$ cat config.mk
export PLATFORM = sky130hd
export DESIGN_NAME = ysyx_23060201_idu
export DESIGN_NICKNAME = d
export VERILOG_FILES = /design/src/rtl/ysyx_23060201_idu.sv
export SDC_FILE = /design/constraint.sdc
export NUM_CORES = 1
export LEC_CHECK = 0
export BUFFER_PORTS_ARGS = -buffer_cell sky130_fd_sc_hd__clkbuf_2
export CAP_MARGIN = 30
export CORE_MARGIN = 2
export CORE_UTILIZATION = 60
export CTS_BUF_LIST = sky130_fd_sc_hd__clkbuf_2
export DETAILED_ROUTE_END_ITERATION = 10
export PLACE_DENSITY = 0.88
export SYNTH_ARGS = -nofsm -noshare
export SYNTH_HDL_FRONTEND = slang
export SYNTH_SLANG_ARGS = --single-unit
$ cat constraint.sdc
create_clock -name clk -period 12.5 [get_ports clk]
set_clock_uncertainty 0.1 [all_clocks]
set_input_delay 0.625 -clock clk [delete_from_list [all_inputs] [get_ports clk]]
set_output_delay 0.625 -clock clk [all_outputs]
set_load 0.02 [all_outputs]
$ cat src/rtl/ysyx_23060201_idu.sv
// ============================================================================
// ysyx_23060201_idu -- instruction decode unit
//
// Purpose:
//   Takes a (pc, inst) pair from fetch over a valid/ready handshake and decodes
//   it into register indices, a sign-extended immediate, an instruction-class
//   code and an illegal flag. The result is held in a registered output slot
//   (OUT). A one-entry skid buffer (SKID) absorbs the one instruction that can
//   arrive while OUT is stalled, which lets in_ready be a plain register with
//   no combinational path from out_ready. A flush input drops everything held
//   when execute redirects the PC.
//
// Parameters:
//   ADDR_WIDTH      PC width
//   DATA_WIDTH      instruction / immediate width
//   REG_ADDR_WIDTH  register index width (5 = RV32I, 4 = RV32E)
//
// Ports:
//   clk, rst              rising-edge clock, synchronous active-high reset
//   in_valid / in_ready   fetch-side handshake (in_ready is registered)
//   in_pc, in_inst        incoming PC and raw instruction word
//   flush                 invalidate OUT and SKID at the next edge
//   out_valid / out_ready execute-side handshake
//   out_pc, out_inst      PC and raw word of the decoded instruction
//   out_rs1/rs2/rd        register fields (always extracted)
//   out_imm               sign-extended immediate
//   out_type              0=R 1=I 2=S 3=B 4=U 5=J 6=SYS 7=ILLEGAL
//   out_illegal           high exactly when out_type == ILLEGAL
//
// Optional build macro:
//   YSYX_23060201_IDU_PERF_EN  adds perf_decoded, perf_stall and perf_flushed
//                              32-bit event counters as extra outputs.
// ============================================================================
module ysyx_23060201_idu #(
    parameter int ADDR_WIDTH     = 32,
    parameter int DATA_WIDTH     = 32,
    parameter int REG_ADDR_WIDTH = 5
) (
    input  logic                      clk,
    input  logic                      rst,
    input  logic                      in_valid,
    output logic                      in_ready,
    input  logic [ADDR_WIDTH-1:0]     in_pc,
    input  logic [DATA_WIDTH-1:0]     in_inst,
    input  logic                      flush,
    output logic                      out_valid,
    input  logic                      out_ready,
    output logic [ADDR_WIDTH-1:0]     out_pc,
    output logic [DATA_WIDTH-1:0]     out_inst,
    output logic [REG_ADDR_WIDTH-1:0] out_rs1,
    output logic [REG_ADDR_WIDTH-1:0] out_rs2,
    output logic [REG_ADDR_WIDTH-1:0] out_rd,
    output logic [DATA_WIDTH-1:0]     out_imm,
    output logic [2:0]                out_type,
    output logic                      out_illegal
`ifdef YSYX_23060201_IDU_PERF_EN
   ,output logic [31:0]               perf_decoded,
    output logic [31:0]               perf_stall,
    output logic [31:0]               perf_flushed
`endif
);

    // ------------------------------------------------------------------------
    // Types
    // ------------------------------------------------------------------------
    typedef enum logic [2:0] {
        T_R       = 3'd0,
        T_I       = 3'd1,
        T_S       = 3'd2,
        T_B       = 3'd3,
        T_U       = 3'd4,
        T_J       = 3'd5,
        T_SYS     = 3'd6,
        T_ILLEGAL = 3'd7
    } inst_type_e;

    typedef enum logic [1:0] {
        S_EMPTY = 2'd0,   // nothing held
        S_ONE   = 2'd1,   // OUT full
        S_TWO   = 2'd2    // OUT and SKID full
    } state_e;

    // One decoded instruction, as held in OUT or SKID.
    typedef struct packed {
        logic [ADDR_WIDTH-1:0]     pc;
        logic [DATA_WIDTH-1:0]     inst;
        logic [REG_ADDR_WIDTH-1:0] rs1;
        logic [REG_ADDR_WIDTH-1:0] rs2;
        logic [REG_ADDR_WIDTH-1:0] rd;
        logic [DATA_WIDTH-1:0]     imm;
        inst_type_e                typ;
    } entry_t;

    // ------------------------------------------------------------------------
    // Decode of the entering instruction
    // ------------------------------------------------------------------------
    logic [6:0] opcode;
    inst_type_e dec_typ;
    logic [DATA_WIDTH-1:0] dec_imm;
    logic uses_rd, uses_rs1, uses_rs2;
    logic e_bad_reg;
    entry_t dec_entry;

    assign opcode = in_inst[6:0];

    // NOTE: every signal assigned in an always_comb gets a default first so
    // that no path leaves it unassigned -- that is what keeps latches out.
    always_comb begin
        dec_typ  = T_ILLEGAL;
        dec_imm  = '0;
        uses_rd  = 1'b0;
        uses_rs1 = 1'b0;
        uses_rs2 = 1'b0;
        unique case (opcode)
            7'b0110011: begin
                dec_typ  = T_R;
                uses_rd  = 1'b1;
                uses_rs1 = 1'b1;
                uses_rs2 = 1'b1;
            end
            7'b0010011, 7'b0000011, 7'b1100111: begin
                dec_typ  = T_I;
                dec_imm  = {{(DATA_WIDTH-12){in_inst[31]}}, in_inst[31:20]};
                uses_rd  = 1'b1;
                uses_rs1 = 1'b1;
            end
            7'b0100011: begin
                dec_typ  = T_S;
                dec_imm  = {{(DATA_WIDTH-12){in_inst[31]}}, in_inst[31:25], in_inst[11:7]};
                uses_rs1 = 1'b1;
                uses_rs2 = 1'b1;
            end
            7'b1100011: begin
                dec_typ  = T_B;
                dec_imm  = {{(DATA_WIDTH-13){in_inst[31]}}, in_inst[31], in_inst[7],
                            in_inst[30:25], in_inst[11:8], 1'b0};
                uses_rs1 = 1'b1;
                uses_rs2 = 1'b1;
            end
            7'b0110111, 7'b0010111: begin
                dec_typ  = T_U;
                dec_imm  = {in_inst[DATA_WIDTH-1:12], 12'b0};
                uses_rd  = 1'b1;
            end
            7'b1101111: begin
                dec_typ  = T_J;
                dec_imm  = {{(DATA_WIDTH-21){in_inst[31]}}, in_inst[31], in_inst[19:12],
                            in_inst[20], in_inst[30:21], 1'b0};
                uses_rd  = 1'b1;
            end
            7'b1110011: begin
                dec_typ  = T_SYS;
                dec_imm  = {{(DATA_WIDTH-12){in_inst[31]}}, in_inst[31:20]};
                uses_rd  = 1'b1;
                uses_rs1 = 1'b1;
            end
            default: begin
                dec_typ  = T_ILLEGAL;
                dec_imm  = '0;
            end
        endcase

        // RV32E has only x0..x15: a used field with its top bit set is illegal.
        e_bad_reg = (REG_ADDR_WIDTH == 4) &&
                    ((uses_rd  && in_inst[11]) ||
                     (uses_rs1 && in_inst[19]) ||
                     (uses_rs2 && in_inst[24]));
        if (e_bad_reg) begin
            dec_typ = T_ILLEGAL;
            dec_imm = '0;
        end
    end

    always_comb begin
        dec_entry      = '0;
        dec_entry.pc   = in_pc;
        dec_entry.inst = in_inst;
        dec_entry.rs1  = in_inst[15 +: REG_ADDR_WIDTH];
        dec_entry.rs2  = in_inst[20 +: REG_ADDR_WIDTH];
        dec_entry.rd   = in_inst[7  +: REG_ADDR_WIDTH];
        dec_entry.imm  = dec_imm;
        dec_entry.typ  = dec_typ;
    end

    // ------------------------------------------------------------------------
    // Occupancy FSM
    // ------------------------------------------------------------------------
    state_e state_q, state_d;
    logic   in_ready_q;
    entry_t out_q, out_d;
    entry_t skid_q;
    logic   out_load, skid_load, out_from_skid;
    logic   in_fire, out_fire;

    assign out_valid = (state_q != S_EMPTY);
    assign in_fire   = in_valid & in_ready_q;
    assign out_fire  = out_valid & out_ready;

    always_comb begin
        state_d       = state_q;
        out_load      = 1'b0;
        skid_load     = 1'b0;
        out_from_skid = 1'b0;
        if (flush) begin
            // Anything accepted this cycle is dropped along with what is held.
            state_d = S_EMPTY;
        end else begin
            unique case (state_q)
                S_EMPTY: begin
                    if (in_fire) begin
                        out_load = 1'b1;
                        state_d  = S_ONE;
                    end
                end
                S_ONE: begin
                    if (in_fire && out_fire) begin
                        out_load = 1'b1;
                    end else if (in_fire) begin
                        skid_load = 1'b1;
                        state_d   = S_TWO;
                    end else if (out_fire) begin
                        state_d = S_EMPTY;
                    end
                end
                S_TWO: begin
                    // in_ready is low here, so only the drain can happen.
                    if (out_fire) begin
                        out_load      = 1'b1;
                        out_from_skid = 1'b1;
                        state_d       = S_ONE;
                    end
                end
                default: state_d = S_EMPTY;
            endcase
        end
        out_d = out_from_skid ? skid_q : dec_entry;
    end

    // NOTE: sequential state uses non-blocking assignments only, so every
    // flop samples the pre-edge values regardless of statement order.
    always_ff @(posedge clk) begin
        if (rst) begin
            state_q    <= S_EMPTY;
            in_ready_q <= 1'b1;
            out_q      <= '0;
        end else begin
            state_q    <= state_d;
            // Registered copy of "not full next cycle": no path from out_ready.
            in_ready_q <= (state_d != S_TWO);
            if (out_load) begin
                out_q <= out_d;
            end
        end
    end

    // NOTE: the skid payload has no reset; it is only ever read after being
    // written, and the FSM state alone says whether it holds anything.
    always_ff @(posedge clk) begin
        if (skid_load) begin
            skid_q <= dec_entry;
        end
    end

    // ------------------------------------------------------------------------
    // Outputs
    // ------------------------------------------------------------------------
    assign in_ready    = in_ready_q;
    assign out_pc      = out_q.pc;
    assign out_inst    = out_q.inst;
    assign out_rs1     = out_q.rs1;
    assign out_rs2     = out_q.rs2;
    assign out_rd      = out_q.rd;
    assign out_imm     = out_q.imm;
    assign out_type    = out_q.typ;
    assign out_illegal = (out_q.typ == T_ILLEGAL);

`ifdef YSYX_23060201_IDU_PERF_EN
    // ------------------------------------------------------------------------
    // Event counters (cleared by rst only; flush leaves them alone)
    // ------------------------------------------------------------------------
    logic [31:0] perf_decoded_q, perf_stall_q, perf_flushed_q;

    always_ff @(posedge clk) begin
        if (rst) begin
            perf_decoded_q <= '0;
            perf_stall_q   <= '0;
            perf_flushed_q <= '0;
        end else begin
            if (out_fire) begin
                perf_decoded_q <= perf_decoded_q + 32'd1;
            end
            if (out_valid && !out_ready) begin
                perf_stall_q <= perf_stall_q + 32'd1;
            end
            if (flush && (state_q != S_EMPTY)) begin
                perf_flushed_q <= perf_flushed_q + 32'd1;
            end
        end
    end

    assign perf_decoded = perf_decoded_q;
    assign perf_stall   = perf_stall_q;
    assign perf_flushed = perf_flushed_q;
`endif

endmodule

==> results of run 1 <==
-- power by group through the flow --
stage / Clock, uW / Combinational [uW] / Sequential (uW)
final: 423 / 126 / 713
after global placement: 0 / 107 / 727
after floorplan: 0 / 55.0 / 742
after detailed placement: 0 / 110 / 727
after global routing: 464 / 136 / 715
after CTS: 429 / 124 / 712
-- state kept, by name, summed over array words and instances, names as in the netlist --
name / flops
in_ready: 1
out_imm: 32
out_inst: 32
out_pc: 32
out_type: 3
skid_q: 99
state_q: 2
-- worst max path at each step --
stage	end	slack (ns)	cells past startpoint
final	out_imm[9]	9.75	6
after global routing	out_imm[10]	9.65	6
after CTS	out_imm[9]	9.75	6
after detailed placement	out_imm[9]	9.41	6
after global placement	out_imm[8]	9.47	6
after floorplan	skid_q[0]	4.09	4
-- cell type report --
class | count | area [um2]
Antenna cell | 1 | 2.50
Clock buffer | 78 | 390
Clock inverter | 12 | 47.5
Fill cell | 859 | 3230
Inverter | 4 | 15.0
Multi-Input combinational cell | 417 | 2580
Sequential cell | 201 | 5010
Tap cell | 176 | 220
Timing Repair Buffer | 251 | 1580
-- layer usage --
| layer | GRT usage, % | routed length [um] |
|---|---|---|
| met4 | 12.6 | 716 |
| met2 | 46.9 | 10000 |
| met3 | 6.85 | 1560 |
| met1 | 36.6 | 8050 |
| met5 | 0 | 0 |
-- cells by family after synthesis --
kind of cell	count (synthesis)	synth area share (%)
compound gates	194	18.2
xor+xnor	2	0.220
buf+inv	73	4.81
flops	201	63.0
mux	2	0.252
simple gates	219	13.5
-- metrics by stage --
stage	instance area, um2	total power (uW)	util [%]	std cells
final	9850	1260	75.3	1140
after global routing	9850	1310	75.3	1140
after CTS	9840	1270	75.2	1138
after global placement	8810	834	67.4	990
after detailed placement	8840	837	67.6	992
after floorplan	7960	797	-	691
-- Yosys cell counts (2+ instances only) --
| master | instances | area (um2) |
|---|---|---|
| dfxtp_1 | 102 | 2040 |
| edfxtp_1 | 99 | 2970 |
| nand2_1 | 89 | 334 |
| nor2_1 | 59 | 221 |
| a22oi_1 | 50 | 375 |
| a21oi_1 | 35 | 175 |
| a311oi_1 | 32 | 280 |
| clkbuf_1 | 28 | 105 |
| o2bb2ai_1 | 20 | 175 |
| buf_4 | 19 | 143 |
| buf_2 | 18 | 90.1 |
| o21ai_0 | 17 | 85.1 |
| or2_2 | 13 | 81.3 |
| and3_1 | 12 | 75.1 |
| a21o_1 | 11 | 82.6 |
| nor3_1 | 11 | 55.1 |
| and2_1 | 10 | 62.6 |
| nor3_2 | 10 | 100 |
| o22ai_2 | 10 | 125 |
| o22ai_1 | 8 | 50.1 |
| a22o_1 | 4 | 35.0 |
| inv_1 | 4 | 15.0 |
| and3b_1 | 2 | 17.5 |
| buf_1 | 2 | 7.51 |
| buf_6 | 2 | 22.5 |
| mux2i_1 | 2 | 20.0 |
| nand3_1 | 2 | 10.0 |
| nor2b_1 | 2 | 12.5 |
| o21a_1 | 2 | 15.0 |
| or4_1 | 2 | 15.0 |
==> impl_results.md, run 1 <==
* Die ar. at 0.0142 mm2
* Layout cells sized above 1 at 32.9%
* Initial antenna violation count at 1
* Routed length per instance at 17.9 um
* CTS tree: built
* Worst vdd rail ir drop at 0.0000821 V
* Most frequent cells in the layout: 262 x clkbuf_2, 102 x dfxtp_1, 99 x edfxtp_1
* Crit path required time at 13.08 ns
* RSZ-0062 raised after global routing: false
* R2r setup slk at 9.75 ns
* I/O pin cnt at 186
* Number of global-route vias before repair at 6458
* Crit path max-delay family: simple AND/OR/NAND/NOR gates
* Ys flop type: dfxtp_1
* Die Wd at 119 um
* CP startpoint kind: flip-flop
* Hold_sp: in_inst[25]
* Die H at 119 um
* DR iter-0 viols at 804
* Share of flip-flops with an asynchronous set or reset at 0%
* Commonest non-fill, non-tap cell in the layout: clkbuf_2
* Cell-internal power at 915 uW
* CTS Hold Buffers Added at 56
* Final setup viols at 0
* Power share of the sequential group at 56.5%
* Syn Nets at 760
* CTS H-tree lvls at 2
* Core ar. at 0.0131 mm2
* Logic pwr share at 10.0%
* RR Endpoint: out_imm[9]
* Crit path DAT at 3.33 ns
* Worst Max-Slew Pin Slew at 0.997 ns
* Setup Fix Bufs, Post-CTS at 0
* Largest net degree at the start of global routing at 73
* First-pass GRT wire length at 32600 um
* Outcome: completed
* Critical Path Fanout Max at 29
* Hold WS at 0.0447 ns
* Slew Limit Fails at 0
* DR vias/cell at 5.77
* Layout area overhead at 23.8%
* Synth Register Bits at 201
* Ys Warns at 0
* Worst Hold Path EP: skid_q[75]
* Crit path buf inv count at 1
* Via count at 6581
* Mapped Area at 0.00796 mm2
* Worst hold path type: primary input to flip-flop
* Switching portion of total power at 27.5%
* Post-synth EDFFs at 99
* Sw Pwr at 347 uW
* IO buf count at 185
* TNS Setup at 0 ns
* Remaining global-route overflow at 0
* Clock tree buffer depth at 3
* DRC errors left at 0
* Average cell area after synthesis at 11.5 um2
* Final period util at 22.0%
* Clock power frac at 33.5%
* Register-to-Register Path Depth at 6
* CTS Sinks at 201
* Crit end category: flip-flop
* Min Clock Period, post-route at 2.75 ns
* Leak at 0.00411 uW
* Worst rel slew slack at 33.5%
* Hold Crit Depth at 1
* All-Layer GR Usage at 28.7%
* Clock buffer count from CTS at 49
* PnR worst setup slack at 9.75 ns
* F_max at 364 MHz
* Crit path from: state_q[0]
* Sequential share of the synthesized area at 63.0%
* Critical path class: flip-flop to flip-flop
* Slowest cell on crit path: or4_2
* Distinct cell type count after synthesis at 44
* Initial Util at 60.8%
* Max incr delay on CP at 0.91 ns
* Clock transition at path regs at 0.12 ns
* First-pass iteration count of the detailed router at 5
* Post-detail-place hpwl at 11700 um
* RR Startpoint: state_q[0]
* Worst skew pair latency at 0.78 ns
* WL final at 20400 um
* Worst slack, placed at 9.41 ns
* Post-route antenna net violation count at 0
* Pwr Density at 128 mW/mm2
* GP Congestion at 0.799
* Final hold viol count at 0
* Post-CTS resize count at 0
* Cells along the critical path: nor2b_4 > or4_2 > buf_4 > nor2_8 > and2_1 > o2bb2ai_1
* # nets final at 993
* Root buffer cell: clkbuf_2
* Cells after Synth at 691
* Floorplan row count at 42
* Max_cap viols at 0
(Power assumes the default switching activity.)
==> run 2: changes to the inputs <==
--- a/config.mk
+++ b/config.mk
@@ -8,10 +8,10 @@
 export BUFFER_PORTS_ARGS = -buffer_cell sky130_fd_sc_hd__clkbuf_2
 export CAP_MARGIN = 30
 export CORE_MARGIN = 2
-export CORE_UTILIZATION = 60
+export CORE_UTILIZATION = 50
 export CTS_BUF_LIST = sky130_fd_sc_hd__clkbuf_2
 export DETAILED_ROUTE_END_ITERATION = 10
-export PLACE_DENSITY = 0.88
+export PLACE_DENSITY = 0.78
 export SYNTH_ARGS = -nofsm -noshare
 export SYNTH_HDL_FRONTEND = slang
 export SYNTH_SLANG_ARGS = --single-unit
==> constraint.sdc (replaced) <==
create_clock -name clk -period 2.4 [get_ports clk]
set_clock_uncertainty 0.1 [all_clocks]
set_input_delay 0.12 -clock clk [delete_from_list [all_inputs] [get_ports clk]]
set_output_delay 0.12 -clock clk [all_outputs]
set_load 0.02 [all_outputs]
==> impl_results.md, run 2 (synthesis results as in run 1) <==
* Outcome: completed (unchanged)
* RSZ-0062 raised after global routing: false (unchanged)
* Slowest cell on crit path: dlygate4sd3_1 (was or4_2)
* Post-route antenna net violation count at 0 (unchanged)
* CTS tree: built (unchanged)
* IO buf count at 185 (unchanged)
* Crit path DAT at 2.87 ns (was 3.33 ns)
* Number of global-route vias before repair at 6624 (was 6458)
* Final hold viol count at 0 (unchanged)
* Max reg flops at 99 (unchanged)
* Core ar. at 0.0157 mm2 (was 0.0131 mm2)
* Critical path class: flip-flop to flip-flop (unchanged)
* Antenna diode count at 0 (was 1)
* Crit path required time at 2.99 ns (was 13.08 ns)
* DR iter-0 viols at 560 (was 804)
* Worst skew pair latency at 0.82 ns (was 0.78 ns)
* CTS H-tree lvls at 2 (unchanged)
* Max incr delay on CP at 0.57 ns (was 0.91 ns)
* CP startpoint kind: flip-flop (unchanged)
* Cells along the critical path: nor2b_4 > nor4_4 > buf_6 > nand2_1 > dlygate4sd3_1 > a311oi_1 (was nor2b_4 > or4_2 > buf_4 > nor2_8 > and2_1 > o2bb2ai_1)
* Overall Power at 6830 uW (was 1260 uW)
* Commonest non-fill, non-tap cell in the layout: clkbuf_2 (unchanged)
* Post-detail-place hpwl at 12200 um (was 11700 um)
* Cells after DPL at 1036 (was 992)
* Crit end category: flip-flop (unchanged)
* WL final at 22100 um (was 20400 um)
* Final period util at 95.1% (was 22.0%)
* Die ar. at 0.0169 mm2 (was 0.0142 mm2)
* Pwr Density at 638 mW/mm2 (was 128 mW/mm2)
* Clock buffer count from CTS at 49 (unchanged)
* Worst Max-Slew Pin Slew at 0.966 ns (was 0.997 ns)
* Final Core Density at 68.2% (was 75.3%)
* Most frequent cells in the layout: 264 x clkbuf_2, 126 x dlygate4sd3_1, 101 x dfxtp_1 (was 262 x clkbuf_2, 102 x dfxtp_1, 99 x edfxtp_1)
* Remaining global-route overflow at 0 (unchanged)
* DR vias/cell at 5.45 (was 5.77)
* All-Layer GR Usage at 25.1% (was 28.7%)
* Routed length per instance at 17.6 um (was 17.9 um)
* Worst rel slew slack at 35.6% (was 33.5%)
* F_max at 438 MHz (was 364 MHz)
* Slew Limit Fails at 0 (unchanged)
* Layout area overhead at 34.6% (was 23.8%)
* Floorplan row count at 46 (was 42)
* Most flops, register: skid_q (unchanged)
* Initial Util at 50.7% (was 60.8%)
* Crit path buf inv count at 2 (was 1)
* Final setup viols at 0 (unchanged)
* Layout cells sized above 1 at 31.5% (was 32.9%)
* Crit path max-delay family: buffers and inverters (was simple AND/OR/NAND/NOR gates)
* Via count at 6834 (was 6581)
* First-pass iteration count of the detailed router at 5 (unchanged)
* GP Congestion at 0.816 (was 0.799)
* Die Wd at 130 um (was 119 um)
* Worst vdd rail ir drop at 0.000352 V (was 0.0000821 V)
* Worst slack, placed at 0.166 ns (was 9.41 ns)
* CTS Sinks at 201 (unchanged)
* Die H at 130 um (was 119 um)
* Largest net degree at the start of global routing at 83 (was 73)
* Clock tree buffer depth at 3 (unchanged)
* Hold WS at 0.0641 ns (was 0.0447 ns)
* I/O pin cnt at 186 (unchanged)
* Post-route insts no fill at 1253 (was 1140)
* Worst hold path type: primary input to flip-flop (unchanged)
* Leak at 0.00445 uW (was 0.00411 uW)
* Clock transition at path regs at 0.10 ns (was 0.12 ns)
* Min Clock Period, post-route at 2.28 ns (was 2.75 ns)
* PnR worst setup slack at 0.118 ns (was 9.75 ns)
* Critical Path Fanout Max at 32 (was 29)
* # nets final at 1067 (was 993)
* Setup Fix Bufs, Post-CTS at 0 (unchanged)
* DRC errors left at 0 (unchanged)
* Max_cap viols at 0 (unchanged)
* Root buffer cell: clkbuf_2 (unchanged)
* First-pass GRT wire length at 33500 um (was 32600 um)
* Initial antenna violation count at 0 (was 1)
==> run 2: cell types whose count changed in the layout (fill, tap and decap cells not counted), sizes merged <==
| cell | change |
|---|---|
| buf | +4 |
| bufinv | +1 |
| clkbuf | +2 |
| clkinv | -3 |
| clkinvlp | +1 |
| diode | -1 |
| dlygate4sd3 | +69 |
| inv | -1 |
| or2 | +1 |
==> run 2: path summary, 6_finish.rpt <==
| kind | start | end | slack [ns] | depth (start not counted) |
|---|---|---|---|---|
| max reg2reg | state_q[0] | out_pc[9] | 0.12 | 6 |
| min | in_inst[31] | skid_q[81] | 0.06 | 2 |
| max | state_q[0] | out_pc[9] | 0.12 | 6 |
| min reg2reg | out_inst[6] | out_inst[6] | 0.37 | 2 |
==> run 2: timing repair <==
item | CTS | global route
endpoints found under the hold margin | 300 | 0
resized for setup | 0 | 2
setup endpoints to repair | 0 | 9
hold buffers | 126 | 0
==> run 2: worst register-to-register path, cell delays in order, from the launching register on <==
cell and delay (ns):
dfxtp_1 0.35, nor2b_4 0.15, nor4_4 0.35, buf_6 0.32, nand2_1 0.10, dlygate4sd3_1 0.57, a311oi_1 0.31
==> run 2: cell type report <==
| class | instances | area (um2) |
|---|---|---|
| repair buffers | 324 | 2330 |
| clock buffers | 80 | 400 |
| fillers | 1213 | 4990 |
| well taps | 216 | 270 |
| flip-flops and latches | 201 | 5020 |
| inverters | 4 | 15.0 |
| clock inverters | 10 | 72.6 |
| multi-input cells | 418 | 2610 |
==> run 2: routing by layer <==
| metal | track usage, % | share of wire (%) |
|---|---|---|
| met1 | 32.3 | 42 |
| met2 | 41.4 | 49 |
| met3 | 6.03 | 7.0 |
| met4 | 9.36 | 2.4 |
| met5 | 0 | 0 |
==> run 2: through the flow <==
stage | area (um2) | TNS (ns)
after detailed placement | 8970 | 0
after floorplan | 7990 | -114.54
final | 10700 | 0
after global placement | 8970 | 0
after CTS | 10700 | 0
after global routing | 10700 | 0
==> run 2: report_power, final <==
part           internal (uW)  switching, uW
clock network            982           1380
logic                    332            434
registers               3660           48.2
total                   4980           1860
